`config.mk`:
```
export PLATFORM = sky130hd
export DESIGN_NAME = axi_slave_mem_arbiter_flat
export DESIGN_NICKNAME = d
export VERILOG_FILES = /design/src/rtl/axi_slave_mem_arbiter_if.sv /design/src/rtl/axi_slave_mem_arbiter.sv /design/src/flat_wrapper.sv
export SDC_FILE = /design/constraint.sdc
export NUM_CORES = 1
export LEC_CHECK = 0
export ABC_AREA = 1
export ABC_CLOCK_PERIOD_IN_PS = 4200
export CAP_MARGIN = 30
export CELL_PAD_IN_SITES_DETAIL_PLACEMENT = 2
export CELL_PAD_IN_SITES_GLOBAL_PLACEMENT = 2
export CORE_MARGIN = 8
export CORE_UTILIZATION = 30
export DETAILED_ROUTE_END_ITERATION = 8
export PLACE_DENSITY_LB_ADDON = 0.1
export SETUP_SLACK_MARGIN = 0.4
export SLEW_MARGIN = 20
export SYNTH_ARGS = -nofsm -noshare
export SYNTH_HDL_FRONTEND = slang
export SYNTH_SLANG_ARGS = --single-unit
export TNS_END_PERCENT = 5
```
`constraint.sdc`:
```
create_clock -name clk -period 4.2 [get_ports clk]
set_clock_uncertainty 0.05 [all_clocks]
set_input_delay 0.42 -clock clk [delete_from_list [all_inputs] [get_ports clk]]
set_output_delay 0.42 -clock clk [all_outputs]
set_load 0.02 [all_outputs]
```
`src/rtl/axi_slave_mem_arbiter_if.sv`:
```
// ---------------------------------------------------------------------------
// axi_slave_mem_arbiter_if
// Groups the AXI slave back-end beat signals and the single-port memory
// signals handled by axi_slave_mem_arbiter.
//   slave modport  : arbiter side (takes beats, drives the memory port)
//   master modport : environment side (issues beats, models the memory)
// Signals:
//   write_valid/w_opt_addr/write_data/write_strb : write beat
//   read_req/r_opt_addr                          : read beat request
//   read_data/read_valid                         : read response
//   aw_ar_ready                                  : new AW/AR may be accepted
//   mem_en/mem_we/mem_addr/mem_wdata/mem_rdata   : memory port
//   err_overflow/err_range                       : sticky error flags
// ---------------------------------------------------------------------------
interface axi_slave_mem_arbiter_if #(
    parameter int AXI_ADDR_WIDTH = 32,
    parameter int AXI_DATA_WIDTH = 32,
    parameter int MEM_ADDR_WIDTH = 8
);
    localparam int STRB_W = AXI_DATA_WIDTH / 8;

    logic                      write_valid;
    logic [AXI_ADDR_WIDTH-1:0] w_opt_addr;
    logic [AXI_DATA_WIDTH-1:0] write_data;
    logic [STRB_W-1:0]         write_strb;
    logic                      read_req;
    logic [AXI_ADDR_WIDTH-1:0] r_opt_addr;
    logic [AXI_DATA_WIDTH-1:0] read_data;
    logic                      read_valid;
    logic                      aw_ar_ready;
    logic                      mem_en;
    logic [STRB_W-1:0]         mem_we;
    logic [MEM_ADDR_WIDTH-1:0] mem_addr;
    logic [AXI_DATA_WIDTH-1:0] mem_wdata;
    logic [AXI_DATA_WIDTH-1:0] mem_rdata;
    logic                      err_overflow;
    logic                      err_range;

    modport slave (
        input  write_valid, w_opt_addr, write_data, write_strb,
        input  read_req, r_opt_addr, mem_rdata,
        output read_data, read_valid, aw_ar_ready,
        output mem_en, mem_we, mem_addr, mem_wdata,
        output err_overflow, err_range
    );

    modport master (
        output write_valid, w_opt_addr, write_data, write_strb,
        output read_req, r_opt_addr, mem_rdata,
        input  read_data, read_valid, aw_ar_ready,
        input  mem_en, mem_we, mem_addr, mem_wdata,
        input  err_overflow, err_range
    );
endinterface

```
`src/rtl/axi_slave_mem_arbiter.sv`:
```
// ---------------------------------------------------------------------------
// axi_slave_mem_arbiter
// Sequences a single-port word memory behind the AXI slave back-end.
// Write beats are buffered in a small FIFO, one read is held in a slot, and
// the memory port is round-robined between them. A read waits while any
// buffered write targets the same word so read-after-write order holds.
// Ports:
//   clk  : clock
//   rst  : synchronous reset, active-high
//   bus  : axi_slave_mem_arbiter_if.slave (beats, memory port, error flags)
//
// state   | meaning
// --------+-------------------------------------------------------------
// IDLE    | arbitrating; may grant one write or one read per cycle
// RD_WAIT | read issued, counting down memory latency
// RD_RESP | read_valid pulse, read slot released on exit
// ---------------------------------------------------------------------------
module axi_slave_mem_arbiter #(
    parameter int AXI_ADDR_WIDTH   = 32,
    parameter int AXI_DATA_WIDTH   = 32,
    parameter int ADDR_LSB         = $clog2(AXI_DATA_WIDTH / 8),
    parameter int ADDR_BASE_OFFSET = 0,
    parameter int MEM_DEPTH        = 256,
    parameter int MEM_ADDR_WIDTH   = $clog2(MEM_DEPTH),
    parameter int MEM_READ_LATENCY = 1,
    parameter int WR_FIFO_DEPTH    = 4
) (
    input logic                    clk,
    input logic                    rst,
    axi_slave_mem_arbiter_if.slave bus
);
    localparam int STRB_W = AXI_DATA_WIDTH / 8;
    localparam int PTR_W  = $clog2(WR_FIFO_DEPTH);
    localparam int LAT_W  = $clog2(MEM_READ_LATENCY + 1);
    localparam logic [AXI_ADDR_WIDTH-1:0] BASE_W  = AXI_ADDR_WIDTH'(ADDR_BASE_OFFSET);
    localparam logic [AXI_ADDR_WIDTH-1:0] DEPTH_W = AXI_ADDR_WIDTH'(MEM_DEPTH);
    localparam logic [PTR_W:0]            FULL_C  = (PTR_W + 1)'(WR_FIFO_DEPTH);
    localparam logic [PTR_W:0]            READY_C = (PTR_W + 1)'(WR_FIFO_DEPTH - 2);
    localparam logic [LAT_W-1:0]          LAT_C   = LAT_W'(MEM_READ_LATENCY);

    typedef enum logic [1:0] {IDLE, RD_WAIT, RD_RESP} state_t;

    state_t state_q, state_d;

    // Range check is done on the full-width index, before truncation.
    logic [AXI_ADDR_WIDTH-1:0] w_full_idx, r_full_idx;
    logic                      w_oor, r_oor;
    assign w_full_idx = (bus.w_opt_addr - BASE_W) >> ADDR_LSB;
    assign r_full_idx = (bus.r_opt_addr - BASE_W) >> ADDR_LSB;
    assign w_oor      = (w_full_idx >= DEPTH_W);
    assign r_oor      = (r_full_idx >= DEPTH_W);

    logic [MEM_ADDR_WIDTH-1:0] fifo_idx_q  [WR_FIFO_DEPTH];
    logic                      fifo_oor_q  [WR_FIFO_DEPTH];
    logic [AXI_DATA_WIDTH-1:0] fifo_data_q [WR_FIFO_DEPTH];
    logic [STRB_W-1:0]         fifo_strb_q [WR_FIFO_DEPTH];
    logic [PTR_W-1:0]          wr_ptr_q, rd_ptr_q;
    logic [PTR_W:0]            count_q;

    logic                      slot_full_q, slot_oor_q;
    logic [MEM_ADDR_WIDTH-1:0] slot_idx_q;

    logic                      last_grant_w_q;
    logic [LAT_W-1:0]          lat_cnt_q;
    logic [AXI_DATA_WIDTH-1:0] read_data_q;
    logic                      mem_en_q;
    logic [STRB_W-1:0]         mem_we_q;
    logic [MEM_ADDR_WIDTH-1:0] mem_addr_q;
    logic [AXI_DATA_WIDTH-1:0] mem_wdata_q;
    logic                      err_overflow_q, err_range_q;

    logic fifo_empty, fifo_full, push, pop;
    logic raw_hazard, cand_w, cand_r, grant_w, grant_r;
    logic [PTR_W-1:0] offs;

    assign fifo_empty = (count_q == '0);
    assign fifo_full  = (count_q == FULL_C);
    assign pop        = grant_w;
    // A full FIFO still accepts a beat when its head leaves in the same cycle.
    assign push       = bus.write_valid && (!fifo_full || pop);

    // Entry i is live when its distance from the head is below count.
    always_comb begin
        raw_hazard = 1'b0;
        offs       = '0;
        for (int i = 0; i < WR_FIFO_DEPTH; i++) begin
            offs = PTR_W'(i) - rd_ptr_q;
            if (({1'b0, offs} < count_q) && (fifo_idx_q[i] == slot_idx_q))
                raw_hazard = 1'b1;
        end
    end

    assign cand_w = !fifo_empty;
    assign cand_r = slot_full_q && !raw_hazard;

    always_comb begin
        state_d = state_q;
        grant_w = 1'b0;
        grant_r = 1'b0;
        unique case (state_q)
            IDLE: begin
                if (cand_w && cand_r) begin
                    grant_r = last_grant_w_q;
                    grant_w = !last_grant_w_q;
                end else begin
                    grant_w = cand_w;
                    grant_r = cand_r;
                end
                if (grant_r) state_d = RD_WAIT;
            end
            RD_WAIT: if (lat_cnt_q == '0) state_d = RD_RESP;
            RD_RESP: state_d = IDLE;
            default: state_d = IDLE;
        endcase
    end

    always_ff @(posedge clk) begin
        if (push) begin
            fifo_idx_q[wr_ptr_q]  <= w_full_idx[MEM_ADDR_WIDTH-1:0];
            fifo_oor_q[wr_ptr_q]  <= w_oor;
            fifo_data_q[wr_ptr_q] <= bus.write_data;
            fifo_strb_q[wr_ptr_q] <= bus.write_strb;
        end
    end

    always_ff @(posedge clk) begin
        if (rst) begin
            state_q        <= IDLE;
            wr_ptr_q       <= '0;
            rd_ptr_q       <= '0;
            count_q        <= '0;
            slot_full_q    <= 1'b0;
            slot_oor_q     <= 1'b0;
            slot_idx_q     <= '0;
            last_grant_w_q <= 1'b0;
            lat_cnt_q      <= '0;
            read_data_q    <= '0;
            mem_en_q       <= 1'b0;
            mem_we_q       <= '0;
            mem_addr_q     <= '0;
            mem_wdata_q    <= '0;
            err_overflow_q <= 1'b0;
            err_range_q    <= 1'b0;
        end else begin
            state_q  <= state_d;
            mem_en_q <= 1'b0;
            mem_we_q <= '0;

            if (push) wr_ptr_q <= wr_ptr_q + 1'b1;
            if (pop)  rd_ptr_q <= rd_ptr_q + 1'b1;
            unique case ({push, pop})
                2'b10:   count_q <= count_q + 1'b1;
                2'b01:   count_q <= count_q - 1'b1;
                default: ;
            endcase
            if (bus.write_valid && !push) err_overflow_q <= 1'b1;

            if (grant_w) begin
                last_grant_w_q <= 1'b1;
                if (fifo_oor_q[rd_ptr_q]) begin
                    err_range_q <= 1'b1;
                end else begin
                    mem_en_q    <= 1'b1;
                    mem_we_q    <= fifo_strb_q[rd_ptr_q];
                    mem_addr_q  <= fifo_idx_q[rd_ptr_q];
                    mem_wdata_q <= fifo_data_q[rd_ptr_q];
                end
            end

            if (grant_r) begin
                last_grant_w_q <= 1'b0;
                lat_cnt_q      <= LAT_C;
                if (slot_oor_q) begin
                    err_range_q <= 1'b1;
                end else begin
                    mem_en_q   <= 1'b1;
                    mem_addr_q <= slot_idx_q;
                end
            end

            if (state_q == RD_WAIT) begin
                if (lat_cnt_q != '0) lat_cnt_q <= lat_cnt_q - 1'b1;
                else read_data_q <= slot_oor_q ? '0 : bus.mem_rdata;
            end

            // A request arriving while the slot is still held (RD_RESP
            // included) is dropped; the release below still takes effect.
            if (state_q == RD_RESP) slot_full_q <= 1'b0;
            if (bus.read_req) begin
                if (slot_full_q) begin
                    err_overflow_q <= 1'b1;
                end else begin
                    slot_full_q <= 1'b1;
                    slot_oor_q  <= r_oor;
                    slot_idx_q  <= r_full_idx[MEM_ADDR_WIDTH-1:0];
                end
            end
        end
    end

    assign bus.read_data    = read_data_q;
    assign bus.read_valid   = (state_q == RD_RESP);
    assign bus.aw_ar_ready  = (state_q == IDLE) && !slot_full_q && (count_q <= READY_C);
    assign bus.mem_en       = mem_en_q;
    assign bus.mem_we       = mem_we_q;
    assign bus.mem_addr     = mem_addr_q;
    assign bus.mem_wdata    = mem_wdata_q;
    assign bus.err_overflow = err_overflow_q;
    assign bus.err_range    = err_range_q;
endmodule

```
`src/flat_wrapper.sv`:
```
// flat-port wrapper written by rule: the top's interface ports become plain ports
module axi_slave_mem_arbiter_flat 
#(
    parameter int AXI_ADDR_WIDTH   = 32,
    parameter int AXI_DATA_WIDTH   = 32,
    parameter int ADDR_LSB         = $clog2(AXI_DATA_WIDTH / 8),
    parameter int ADDR_BASE_OFFSET = 0,
    parameter int MEM_DEPTH        = 256,
    parameter int MEM_ADDR_WIDTH   = $clog2(MEM_DEPTH),
    parameter int MEM_READ_LATENCY = 1,
    parameter int WR_FIFO_DEPTH    = 4
)
  (clk, rst, bus_write_valid, bus_w_opt_addr, bus_write_data, bus_write_strb, bus_read_req, bus_r_opt_addr, bus_mem_rdata, bus_read_data, bus_read_valid, bus_aw_ar_ready, bus_mem_en, bus_mem_we, bus_mem_addr, bus_mem_wdata, bus_err_overflow, bus_err_range);
  axi_slave_mem_arbiter_if #(.AXI_ADDR_WIDTH(AXI_ADDR_WIDTH), .AXI_DATA_WIDTH(AXI_DATA_WIDTH), .MEM_ADDR_WIDTH(MEM_ADDR_WIDTH)) bus_i ();
  input logic clk;
  input logic rst;
  input wire logic [$bits(bus_i.write_valid)-1:0] bus_write_valid;
  input wire logic [$bits(bus_i.w_opt_addr)-1:0] bus_w_opt_addr;
  input wire logic [$bits(bus_i.write_data)-1:0] bus_write_data;
  input wire logic [$bits(bus_i.write_strb)-1:0] bus_write_strb;
  input wire logic [$bits(bus_i.read_req)-1:0] bus_read_req;
  input wire logic [$bits(bus_i.r_opt_addr)-1:0] bus_r_opt_addr;
  input wire logic [$bits(bus_i.mem_rdata)-1:0] bus_mem_rdata;
  output wire logic [$bits(bus_i.read_data)-1:0] bus_read_data;
  output wire logic [$bits(bus_i.read_valid)-1:0] bus_read_valid;
  output wire logic [$bits(bus_i.aw_ar_ready)-1:0] bus_aw_ar_ready;
  output wire logic [$bits(bus_i.mem_en)-1:0] bus_mem_en;
  output wire logic [$bits(bus_i.mem_we)-1:0] bus_mem_we;
  output wire logic [$bits(bus_i.mem_addr)-1:0] bus_mem_addr;
  output wire logic [$bits(bus_i.mem_wdata)-1:0] bus_mem_wdata;
  output wire logic [$bits(bus_i.err_overflow)-1:0] bus_err_overflow;
  output wire logic [$bits(bus_i.err_range)-1:0] bus_err_range;
  assign bus_i.write_valid = bus_write_valid;
  assign bus_i.w_opt_addr = bus_w_opt_addr;
  assign bus_i.write_data = bus_write_data;
  assign bus_i.write_strb = bus_write_strb;
  assign bus_i.read_req = bus_read_req;
  assign bus_i.r_opt_addr = bus_r_opt_addr;
  assign bus_i.mem_rdata = bus_mem_rdata;
  assign bus_read_data = bus_i.read_data;
  assign bus_read_valid = bus_i.read_valid;
  assign bus_aw_ar_ready = bus_i.aw_ar_ready;
  assign bus_mem_en = bus_i.mem_en;
  assign bus_mem_we = bus_i.mem_we;
  assign bus_mem_addr = bus_i.mem_addr;
  assign bus_mem_wdata = bus_i.mem_wdata;
  assign bus_err_overflow = bus_i.err_overflow;
  assign bus_err_range = bus_i.err_range;
  axi_slave_mem_arbiter #(.AXI_ADDR_WIDTH(AXI_ADDR_WIDTH), .AXI_DATA_WIDTH(AXI_DATA_WIDTH), .ADDR_LSB(ADDR_LSB), .ADDR_BASE_OFFSET(ADDR_BASE_OFFSET), .MEM_DEPTH(MEM_DEPTH), .MEM_ADDR_WIDTH(MEM_ADDR_WIDTH), .MEM_READ_LATENCY(MEM_READ_LATENCY), .WR_FIFO_DEPTH(WR_FIFO_DEPTH)) u_core (.clk(clk), .rst(rst), .bus(bus_i));
endmodule
```
; ---- After elaboration in Yosys (flattened, before gate mapping)
; Memories as Yosys holds them, arrays and structs flattened. A register that Yosys moved wholly into a read port is not among the register bits.
; Cells that the tools add are included.
[word_totals]
ff_bits = 64
ram_bits = 180
input_bits = 136
out_inout_bits = 81
word_cells = 116
n_memories = 4
[op_classes]
n_addsub = 9
order_cmp = 7
n_eq_ne = 11
n_mux = 41
bitwise_logic = 4
n_reduce_logical = 26
[mem_list]
columns = memory, words, word_bits, rd, rd_ports_with_merged_regs, write_ports, line_no
row1 = u_core.fifo_data_q, 4, 32, 1, 1, 1, axi_slave_mem_arbiter.sv:55  ; logic [AXI_DATA_WIDTH-1:0] fifo_data_q [WR_FIFO_DEPTH];
row2 = u_core.fifo_idx_q, 4, 8, 5, 1, 1, axi_slave_mem_arbiter.sv:53  ; logic [MEM_ADDR_WIDTH-1:0] fifo_idx_q [WR_FIFO_DEPTH];
row3 = u_core.fifo_strb_q, 4, 4, 1, 1, 1, axi_slave_mem_arbiter.sv:56  ; logic [STRB_W-1:0] fifo_strb_q [WR_FIFO_DEPTH];
row4 = u_core.fifo_oor_q, 4, 1, 1, 1, 1, axi_slave_mem_arbiter.sv:54  ; logic fifo_oor_q [WR_FIFO_DEPTH];
[op_table]
columns = operator, count
row1 = $ge A30 B9 Y1 const B, 2
row2 = $eq A8 B8 Y1, 4
row3 = $mux W32, 1
row4 = $mux W8, 4
row5 = $mux W1, 28
row6 = $lt A2 B3 Y1, 4
row7 = $mux W2, 6
row8 = $logic_and A1 B1 Y1, 10
row9 = $reduce_and A2 Y1, 4
row10 = $logic_not A1 Y1, 6
row11 = $pmux W3 S2, 1
row12 = $add A2 B1 Y2 const B, 2
row13 = $eq A2 B1 Y1 const B, 2
row14 = $eq A2 B2 Y1 const B, 2
row15 = $not A1 Y1, 4
row16 = $pmux W2 S2, 1
row17 = $sub A1 B2 Y2 const A, 2
row18 = $sub A2 B2 Y2 const A, 2
row19 = $add A3 B1 Y3 const B, 1
row20 = $eq A3 B3 Y1 const B, 1
row21 = $le A3 B2 Y1 const B, 1
row22 = $logic_not A3 Y1, 1
row23 = $reduce_or A3 Y1, 1
row24 = $sub A3 B1 Y3 const B, 1
row25 = other kinds (7), 7

; ---- Longest topological paths before layout
[depth]
word_depth = 19
depth_mapped = 20
depth_no_buf = 20

; ---- Worst setup path before layout
; Ideal clock, no wire load.
[synth_timing]
path_kind = register -> register
startpoint = register u_core.rd_ptr_q[1]
endpoint = memory u_core.fifo_data_q[0][0] (enable)
setup_time_ps = 447
arrival_time_ps = 4101
required_time_ps = 3703
setup_slack_ps = -398
path_stages_with_launch = 15
n_path_buf = 2
period_less_slack_ps = 4598
cell_sequence = dfxtp_1 > nor2_1 > clkbuf_1 > nor2_1 > ha_1 > a31oi_1 > nand3_1 > nor2_1 > nor2_1 > nand3_2 > nand2_2 > buf_4 > nand3_1 > nand2_2 > nor2_1
[synth_via]
elab_chain_cells = 16
elab_cells_between_ends = 25
cone_classes = add/sub: 4 / order compare: 4 / mux: 8 / reduce/logical: 9
[synth_rtl]
columns = item, line_no
row1 = start: declaration, axi_slave_mem_arbiter.sv:57  ; logic [PTR_W-1:0] wr_ptr_q, rd_ptr_q;
row2 = start signal: assignment, axi_slave_mem_arbiter.sv:150  ; if (pop) rd_ptr_q <= rd_ptr_q + 1'b1;
row3 = $sub A1 B2 Y2, axi_slave_mem_arbiter.sv:87  ; offs = PTR_W'(i) - rd_ptr_q;
row4 = $lt A2 B3 Y1, axi_slave_mem_arbiter.sv:88  ; if (({1'b0, offs} < count_q) && (fifo_idx_q[i] == slot_idx_q))
row5 = $logic_and A1 B1 Y1, axi_slave_mem_arbiter.sv:88
row6 = $mux W1 (3 in a row), axi_slave_mem_arbiter.sv:88
row7 = $mux W1 (*), axi_slave_mem_arbiter.sv:88
row8 = $logic_not A1 Y1 (*), axi_slave_mem_arbiter.sv:94  ; assign cand_r = slot_full_q && !raw_hazard;
row9 = $logic_and A1 B1 Y1 (*), axi_slave_mem_arbiter.sv:94
row10 = $logic_and A1 B1 Y1 (*), axi_slave_mem_arbiter.sv:102  ; if (cand_w && cand_r) begin
row11 = $mux W1 (*), axi_slave_mem_arbiter.sv:102
row12 = $mux W1 (*), axi_slave_mem_arbiter.sv:100  ; unique case (state_q)
row13 = $logic_or A1 B1 Y1 (*), axi_slave_mem_arbiter.sv:80  ; assign push = bus.write_valid && (!fifo_full || pop);
row14 = $logic_and A1 B1 Y1 (*), axi_slave_mem_arbiter.sv:80
row15 = $mux W1 (*), axi_slave_mem_arbiter.sv:118  ; if (push) begin
row16 = $mux W1 (not written as such) (*), axi_slave_mem_arbiter.sv:121  ; fifo_data_q[wr_ptr_q] <= bus.write_data;
row17 = end: declaration, axi_slave_mem_arbiter.sv:55
; Every way passes the cells marked *; elsewhere a longest branch is shown, timed or not.

; ---- Worst setup path in the final report
[layout_timing]
startpoint = register u_core.rd_ptr_q[1]
endpoint = memory u_core.fifo_data_q[1][22] (enable)
; Same word-level chain as after synthesis.

==> results.md <==
Setup path:
- The depth of the worst register-to-register path is 14.
- The worst setup path startpoint is u_core.rd_ptr_q[1]$_SDFFE_PP0N_.
- Data on the critical path is required at its endpoint by 4320 ps.
- Across all register-to-register paths, the minimum setup slack is 1150 ps.
- The critical path endpoint category is a flop.
- By startpoint and endpoint, the worst setup path is classified as reg -> reg.
- On the critical path, the stage with the largest delay is an instance of sky130_fd_sc_hd__dfxtp_1.
- The kind of cell with the highest combined delay on the critical path is simple AND/OR/NAND/NOR gates.
- The launching point of the worst reg2reg path is u_core.rd_ptr_q[1]$_SDFFE_PP0N_.
- The endpoint identified for the worst register-to-register timing path is u_core.fifo_data_q[1][22]$_DFFE_PP_.
- The critical path goes through nor2_4 -> nor2_1 -> inv_1 -> ha_1 -> a21oi_1 -> nor2_1 -> nor2_1 -> nor2_1 -> nand3_2 -> nand2_2 -> nand3_1 -> nand2_2 -> nor2_4 -> buf_4.
- The number of buffer and inverter instances along the worst setup path is 2.
- The longest individual stage delay on the worst path is 490 ps.
- In this run the worst path has a maximum fanout of 28.
- In this design, the critical path's most frequently occurring cell is sky130_fd_sc_hd__nor2_1.
- Data on the critical path arrives at its endpoint at 3170 ps.
- The worst setup path is launched from a flop.

Floorplanning:
- The die covers 0.0423 sq mm.
- From bottom edge to top edge, the die measures 206 microns.
- The die is 206 microns wide.
- The core footprint is 0.0355 sq mm.
- 217 I/O pins were placed.
- For this configuration, the core starts out at a cell density of 0.304.
- The number of rows in the core area is 69.

Timing:
- The count of pins over their slew limit was 0.
- Headroom to the max-slew limit came out at 0.532.
- The post-route clock period utilization is 0.726.
- Setup repair after global routing left no endpoint under its margin.
- The number of hold violations in the final report is 0.
- Setup slack on the critical path of the routed design comes to 1150 ps.
- Setup total negative slack on the finished layout was measured at 0 ps.
- Timing would allow up to 0.328 GHz.
- For the finished layout, the period the worst path requires is 3050 ps.
- The final setup violation count is 0.
- At the pin with the least slew margin, the transition time is 700 ps.

CTS:
- The number of clock sinks is 282.
- The post-CTS setup buffer count is 0.
- Clock-pin slew was measured on the worst setup and hold paths at 60 ps.
- Clock tree synthesis selected as its root buffer the cell sky130_fd_sc_hd__clkbuf_16.
- The CTS tree is yes.
- The number of buffers inserted during clock tree synthesis is 34.
- The number of H-tree levels is 2.
- In this run, post-CTS hold repair placed 0 buffers.
- The clock passes through at most 3 buffers.
- The post-cts repair resize count is 0.
- The insertion delay to the later sink of the worst-skew pair is 530 ps.

Power:
- The relative contribution of sequential cells to total power is 0.407.
- In this run the power density over the cells is 620 mW/mm^2.
- The analysis attributes to cell leakage a power of 4.98 nW.
- The share of total power in combinational logic is 0.291.
- Of the total power, the clock network draws 0.301.
- Internal power comes to 6.03 mW.
- IR analysis of the VDD net gives a maximum drop of 0.000290 V.
- Of the total power, the share spent switching nets is 0.328.
- For this design the total switching power over the nets is 2.94 mW.

Worst hold path:
- The hold path startpoint is u_core.bus.read_data[16]$_SDFFE_PP0P_.
- The path with the worst hold slack has its endpoint at u_core.bus.read_data[16]$_SDFFE_PP0P_.
- Counting instances, the worst hold path has a depth of 2.
- The worst min-delay path class is reg -> reg.

Synth:
- The post-synthesis instance area is 0.0108 sq mm.
- The total nets after synthesis is 1047.
- Of the total synthesized cell area, the portion taken by AND, OR, NAND and NOR gates is 0.0950.
- The number of distinct library cells after synthesis is 37.
- The average footprint of a synthesized cell is 12.0 sq um.
- The post-synthesis xor/xnor area fraction is 0.0235.
- The synthesized-area fraction occupied by adder cells is 0.0111.
- The Yosys step of the flow raised 0 warnings.
- By area, the combinational part of the netlist is dominated by compound AO/OA/AOI/OAI gates.
- The part of the Yosys area used for sequential elements is 0.690.
- The register bit count reported by yosys is 282.
- The number of standard cells after synthesis is 902.
- The multiplexer fraction of the synthesized cell area is 0.
- The complex-gate fraction of the synthesized area is 0.137.

Flow run:
- Max-cap violations in this run came to 0.

Global route:
- The first global-routing pass estimated 50.4 mm of wire.
- Entering global routing, the biggest net connects 65 pins.
- After global routing the overflow that remains totals 0.
- The total global-route track usage is 0.153.
- The initial antenna violation count is 4.
- The number of global-route vias before repair is 8719.

Route:
- Using the TritonRoute via totals, the vias-per-cell ratio works out to 4.88.
- The post-detailed-route wirelength per cell is 20.6 microns.
- The first routing iteration left 253 violations.
- After detailed routing, the total wire length is 32.8 mm.
- The residual antenna-violating net count after detailed routing is 0.
- The final route contains 7806 vias.
- Before antenna repair, the detailed router went through 4 iterations.
- The DRC violations left is 0.

Cells and area:
- The fraction of final layout cells with drive strength greater than 1 is 0.0695.
- The number of nets at the end of the flow is 1258.
- Relative to the synthesized area, the layout overhead comes to 34.1%.
- 0 antenna diodes ended up in the layout.
- The count of cells in the finished layout, fillers not included, comes to 1598.

Placed design:
- The worst setup slack before clock tree synthesis is 1100 ps.
- After legalization and detailed placement, the total HPWL measured 21.6 mm.
- The number of buffers added on ports is 212.
- The number of placed instances, taps included, is 1538.
- The final weighted congestion in routability-driven placement is 0.719.

Outcome:
- The run finished with clean final reports.
==> sequential cells by signal (all words and copies together) (netlist names), 2 cells and up, named ones only <==
register and count:
u_core.fifo_data_q 128, u_core.bus.read_data 32, u_core.fifo_strb_q 16, u_core.state_q 2, u_core.wr_ptr_q 2, u_core.bus.mem_wdata 32
u_core.count_q 3, u_core.bus.mem_we 4, u_core.fifo_oor_q 4, u_core.fifo_idx_q 32, u_core.rd_ptr_q 2, u_core.bus.mem_addr 8
u_core.slot_idx_q 8
==> metrics by stage <==
stage / cell area (sq um) / power (mW) / hold slack, ps / util
after floorplan: 10800 / 5.21 / 409 / -
after global placement: 13400 / 6.33 / 402 / 0.379
after detailed placement: 13400 / 6.39 / 408 / 0.379
after CTS: 14500 / 9.16 / 417 / 0.408
after global routing: 14500 / 9.50 / 429 / 0.408
final: 14500 / 8.97 / 416 / 0.408
==> power groups by stage <==
stage	clock [mW]	combinational, mW	sequential (mW)
after floorplan	0	1.35	3.86
after global placement	0	2.64	3.70
after detailed placement	0	2.68	3.72
after CTS	2.80	2.70	3.66
after global routing	2.90	2.89	3.71
final	2.70	2.62	3.65
==> layout by cell type (no fill, tap or decap), types with 2 or more instances in the layout <==
master	count
sky130_fd_sc_hd__clkdlybuf4s50_1	212
sky130_fd_sc_hd__edfxtp_1	180
sky130_fd_sc_hd__nand2_1	110
sky130_fd_sc_hd__dfxtp_1	102
sky130_fd_sc_hd__a21oi_1	92
sky130_fd_sc_hd__nand3_1	50
sky130_fd_sc_hd__inv_1	48
sky130_fd_sc_hd__nor2_1	43
sky130_fd_sc_hd__clkbuf_16	35
sky130_fd_sc_hd__a22o_1	32
sky130_fd_sc_hd__a221oi_1	32
sky130_fd_sc_hd__o21ai_1	32
sky130_fd_sc_hd__o21ai_0	27
sky130_fd_sc_hd__xnor2_1	21
sky130_fd_sc_hd__buf_4	15
sky130_fd_sc_hd__clkbuf_1	13
sky130_fd_sc_hd__nor4_1	9
sky130_fd_sc_hd__nand4_1	8
sky130_fd_sc_hd__nor2_4	8
sky130_fd_sc_hd__xor2_1	8
sky130_fd_sc_hd__ha_1	8
sky130_fd_sc_hd__a31oi_1	6
sky130_fd_sc_hd__inv_2	6
sky130_fd_sc_hd__a32o_1	5
sky130_fd_sc_hd__a22oi_1	5
sky130_fd_sc_hd__clkinv_1	5
sky130_fd_sc_hd__clkinv_2	3
sky130_fd_sc_hd__nand3_2	2
sky130_fd_sc_hd__a211oi_1	2
sky130_fd_sc_hd__nand2_2	2
sky130_fd_sc_hd__clkinv_8	2
sky130_fd_sc_hd__clkbuf_8	2
sky130_fd_sc_hd__buf_12	2
==> cell type report <==
cell class                 count  area [sq um]
clock buffer                  50           952
tap                          461           577
timing repair buffer         229          2270
sequential                   282          7450
fill                        3672         21000
multi-input combinational    511          2940
inverter                      55           206
clock inverter                10          71.3
==> Yosys cell counts <==
cell | number | share of area
sky130_fd_sc_hd__edfxtp_1 | 180 | 0.50
sky130_fd_sc_hd__nand2_1 | 110 | 0.038
sky130_fd_sc_hd__dfxtp_1 | 102 | 0.19
sky130_fd_sc_hd__a21oi_1 | 92 | 0.043
sky130_fd_sc_hd__nor2_1 | 51 | 0.018
sky130_fd_sc_hd__nand3_1 | 50 | 0.023
sky130_fd_sc_hd__inv_1 | 49 | 0.017
sky130_fd_sc_hd__clkbuf_1 | 36 | 0.013
sky130_fd_sc_hd__a221oi_1 | 32 | 0.026
sky130_fd_sc_hd__a22o_1 | 32 | 0.026
sky130_fd_sc_hd__o21ai_1 | 32 | 0.015
sky130_fd_sc_hd__o21ai_0 | 27 | 0.013
sky130_fd_sc_hd__xnor2_1 | 21 | 0.017
sky130_fd_sc_hd__buf_2 | 12 | 0.0056
sky130_fd_sc_hd__nor4_1 | 9 | 0.0052
sky130_fd_sc_hd__ha_1 | 8 | 0.0093
sky130_fd_sc_hd__nand4_1 | 8 | 0.0046
sky130_fd_sc_hd__xor2_1 | 8 | 0.0065
sky130_fd_sc_hd__a31oi_1 | 6 | 0.0035
sky130_fd_sc_hd__a22oi_1 | 5 | 0.0035
sky130_fd_sc_hd__a32o_1 | 5 | 0.0046
sky130_fd_sc_hd__inv_2 | 5 | 0.0017
sky130_fd_sc_hd__buf_6 | 4 | 0.0042
sky130_fd_sc_hd__a211oi_1 | 2 | 0.0014
sky130_fd_sc_hd__buf_4 | 2 | 0.0014
sky130_fd_sc_hd__nand2_2 | 2 | 0.0012
sky130_fd_sc_hd__nand3_2 | 2 | 0.0019
sky130_fd_sc_hd__a2111oi_0 | 1 | 0.00081
sky130_fd_sc_hd__a32oi_1 | 1 | 0.00081
sky130_fd_sc_hd__and2_1 | 1 | 0.00058
sky130_fd_sc_hd__clkinv_1 | 1 | 0.00035
sky130_fd_sc_hd__fa_1 | 1 | 0.0019
sky130_fd_sc_hd__nand3b_1 | 1 | 0.00070
sky130_fd_sc_hd__nor2_2 | 1 | 0.00058
sky130_fd_sc_hd__nor3_1 | 1 | 0.00046
sky130_fd_sc_hd__o221ai_1 | 1 | 0.00081
sky130_fd_sc_hd__or2_1 | 1 | 0.00058
==> kinds of logic (layout without fill, tap and decap cells) <==
group,after synthesis,in the layout
DFF,282,282
and+or+nand+nor,237,237
adders and majority gates,9,9
AOI/OAI and AO/OA,236,236
xor gates and xnor gates,29,29
buffers and inverters,109,344
==> routing by layer <==
layer  GRT usage  vias to the layer above  routed length [microns]
met3      0.0398                       48                     1880
li1            -                     3701                        -
met5           0                        -                       49
met4      0.0391                        8                      544
met2       0.265                      162                    16100
met1       0.187                     3887                    14300
==> worst reg2reg max path: stages, from the launching register on <==
cell and delay (ps):
sky130_fd_sc_hd__dfxtp_1 490, sky130_fd_sc_hd__nor2_4 80, sky130_fd_sc_hd__nor2_1 210, sky130_fd_sc_hd__inv_1 70, sky130_fd_sc_hd__ha_1 280, sky130_fd_sc_hd__a21oi_1 150, sky130_fd_sc_hd__nor2_1 50, sky130_fd_sc_hd__nor2_1 110
sky130_fd_sc_hd__nor2_1 70, sky130_fd_sc_hd__nand3_2 70, sky130_fd_sc_hd__nand2_2 160, sky130_fd_sc_hd__nand3_1 140, sky130_fd_sc_hd__nand2_2 190, sky130_fd_sc_hd__nor2_4 150, sky130_fd_sc_hd__buf_4 410
==> worst max-delay path by stage <==
stage                                          endpoint  slack [ps]  depth (start not counted)
floorplan            u_core.fifo_data_q[0][0]$_DFFE_PP_         330                         14
global placement    u_core.fifo_data_q[1][21]$_DFFE_PP_        1100                         14
detailed placement  u_core.fifo_data_q[1][19]$_DFFE_PP_        1100                         14
CTS                  u_core.fifo_strb_q[1][3]$_DFFE_PP_        1080                         14
global route         u_core.fifo_strb_q[1][2]$_DFFE_PP_         860                         13
finish              u_core.fifo_data_q[1][22]$_DFFE_PP_        1150                         14
Note: power is estimated with default switching activity, not from simulation.
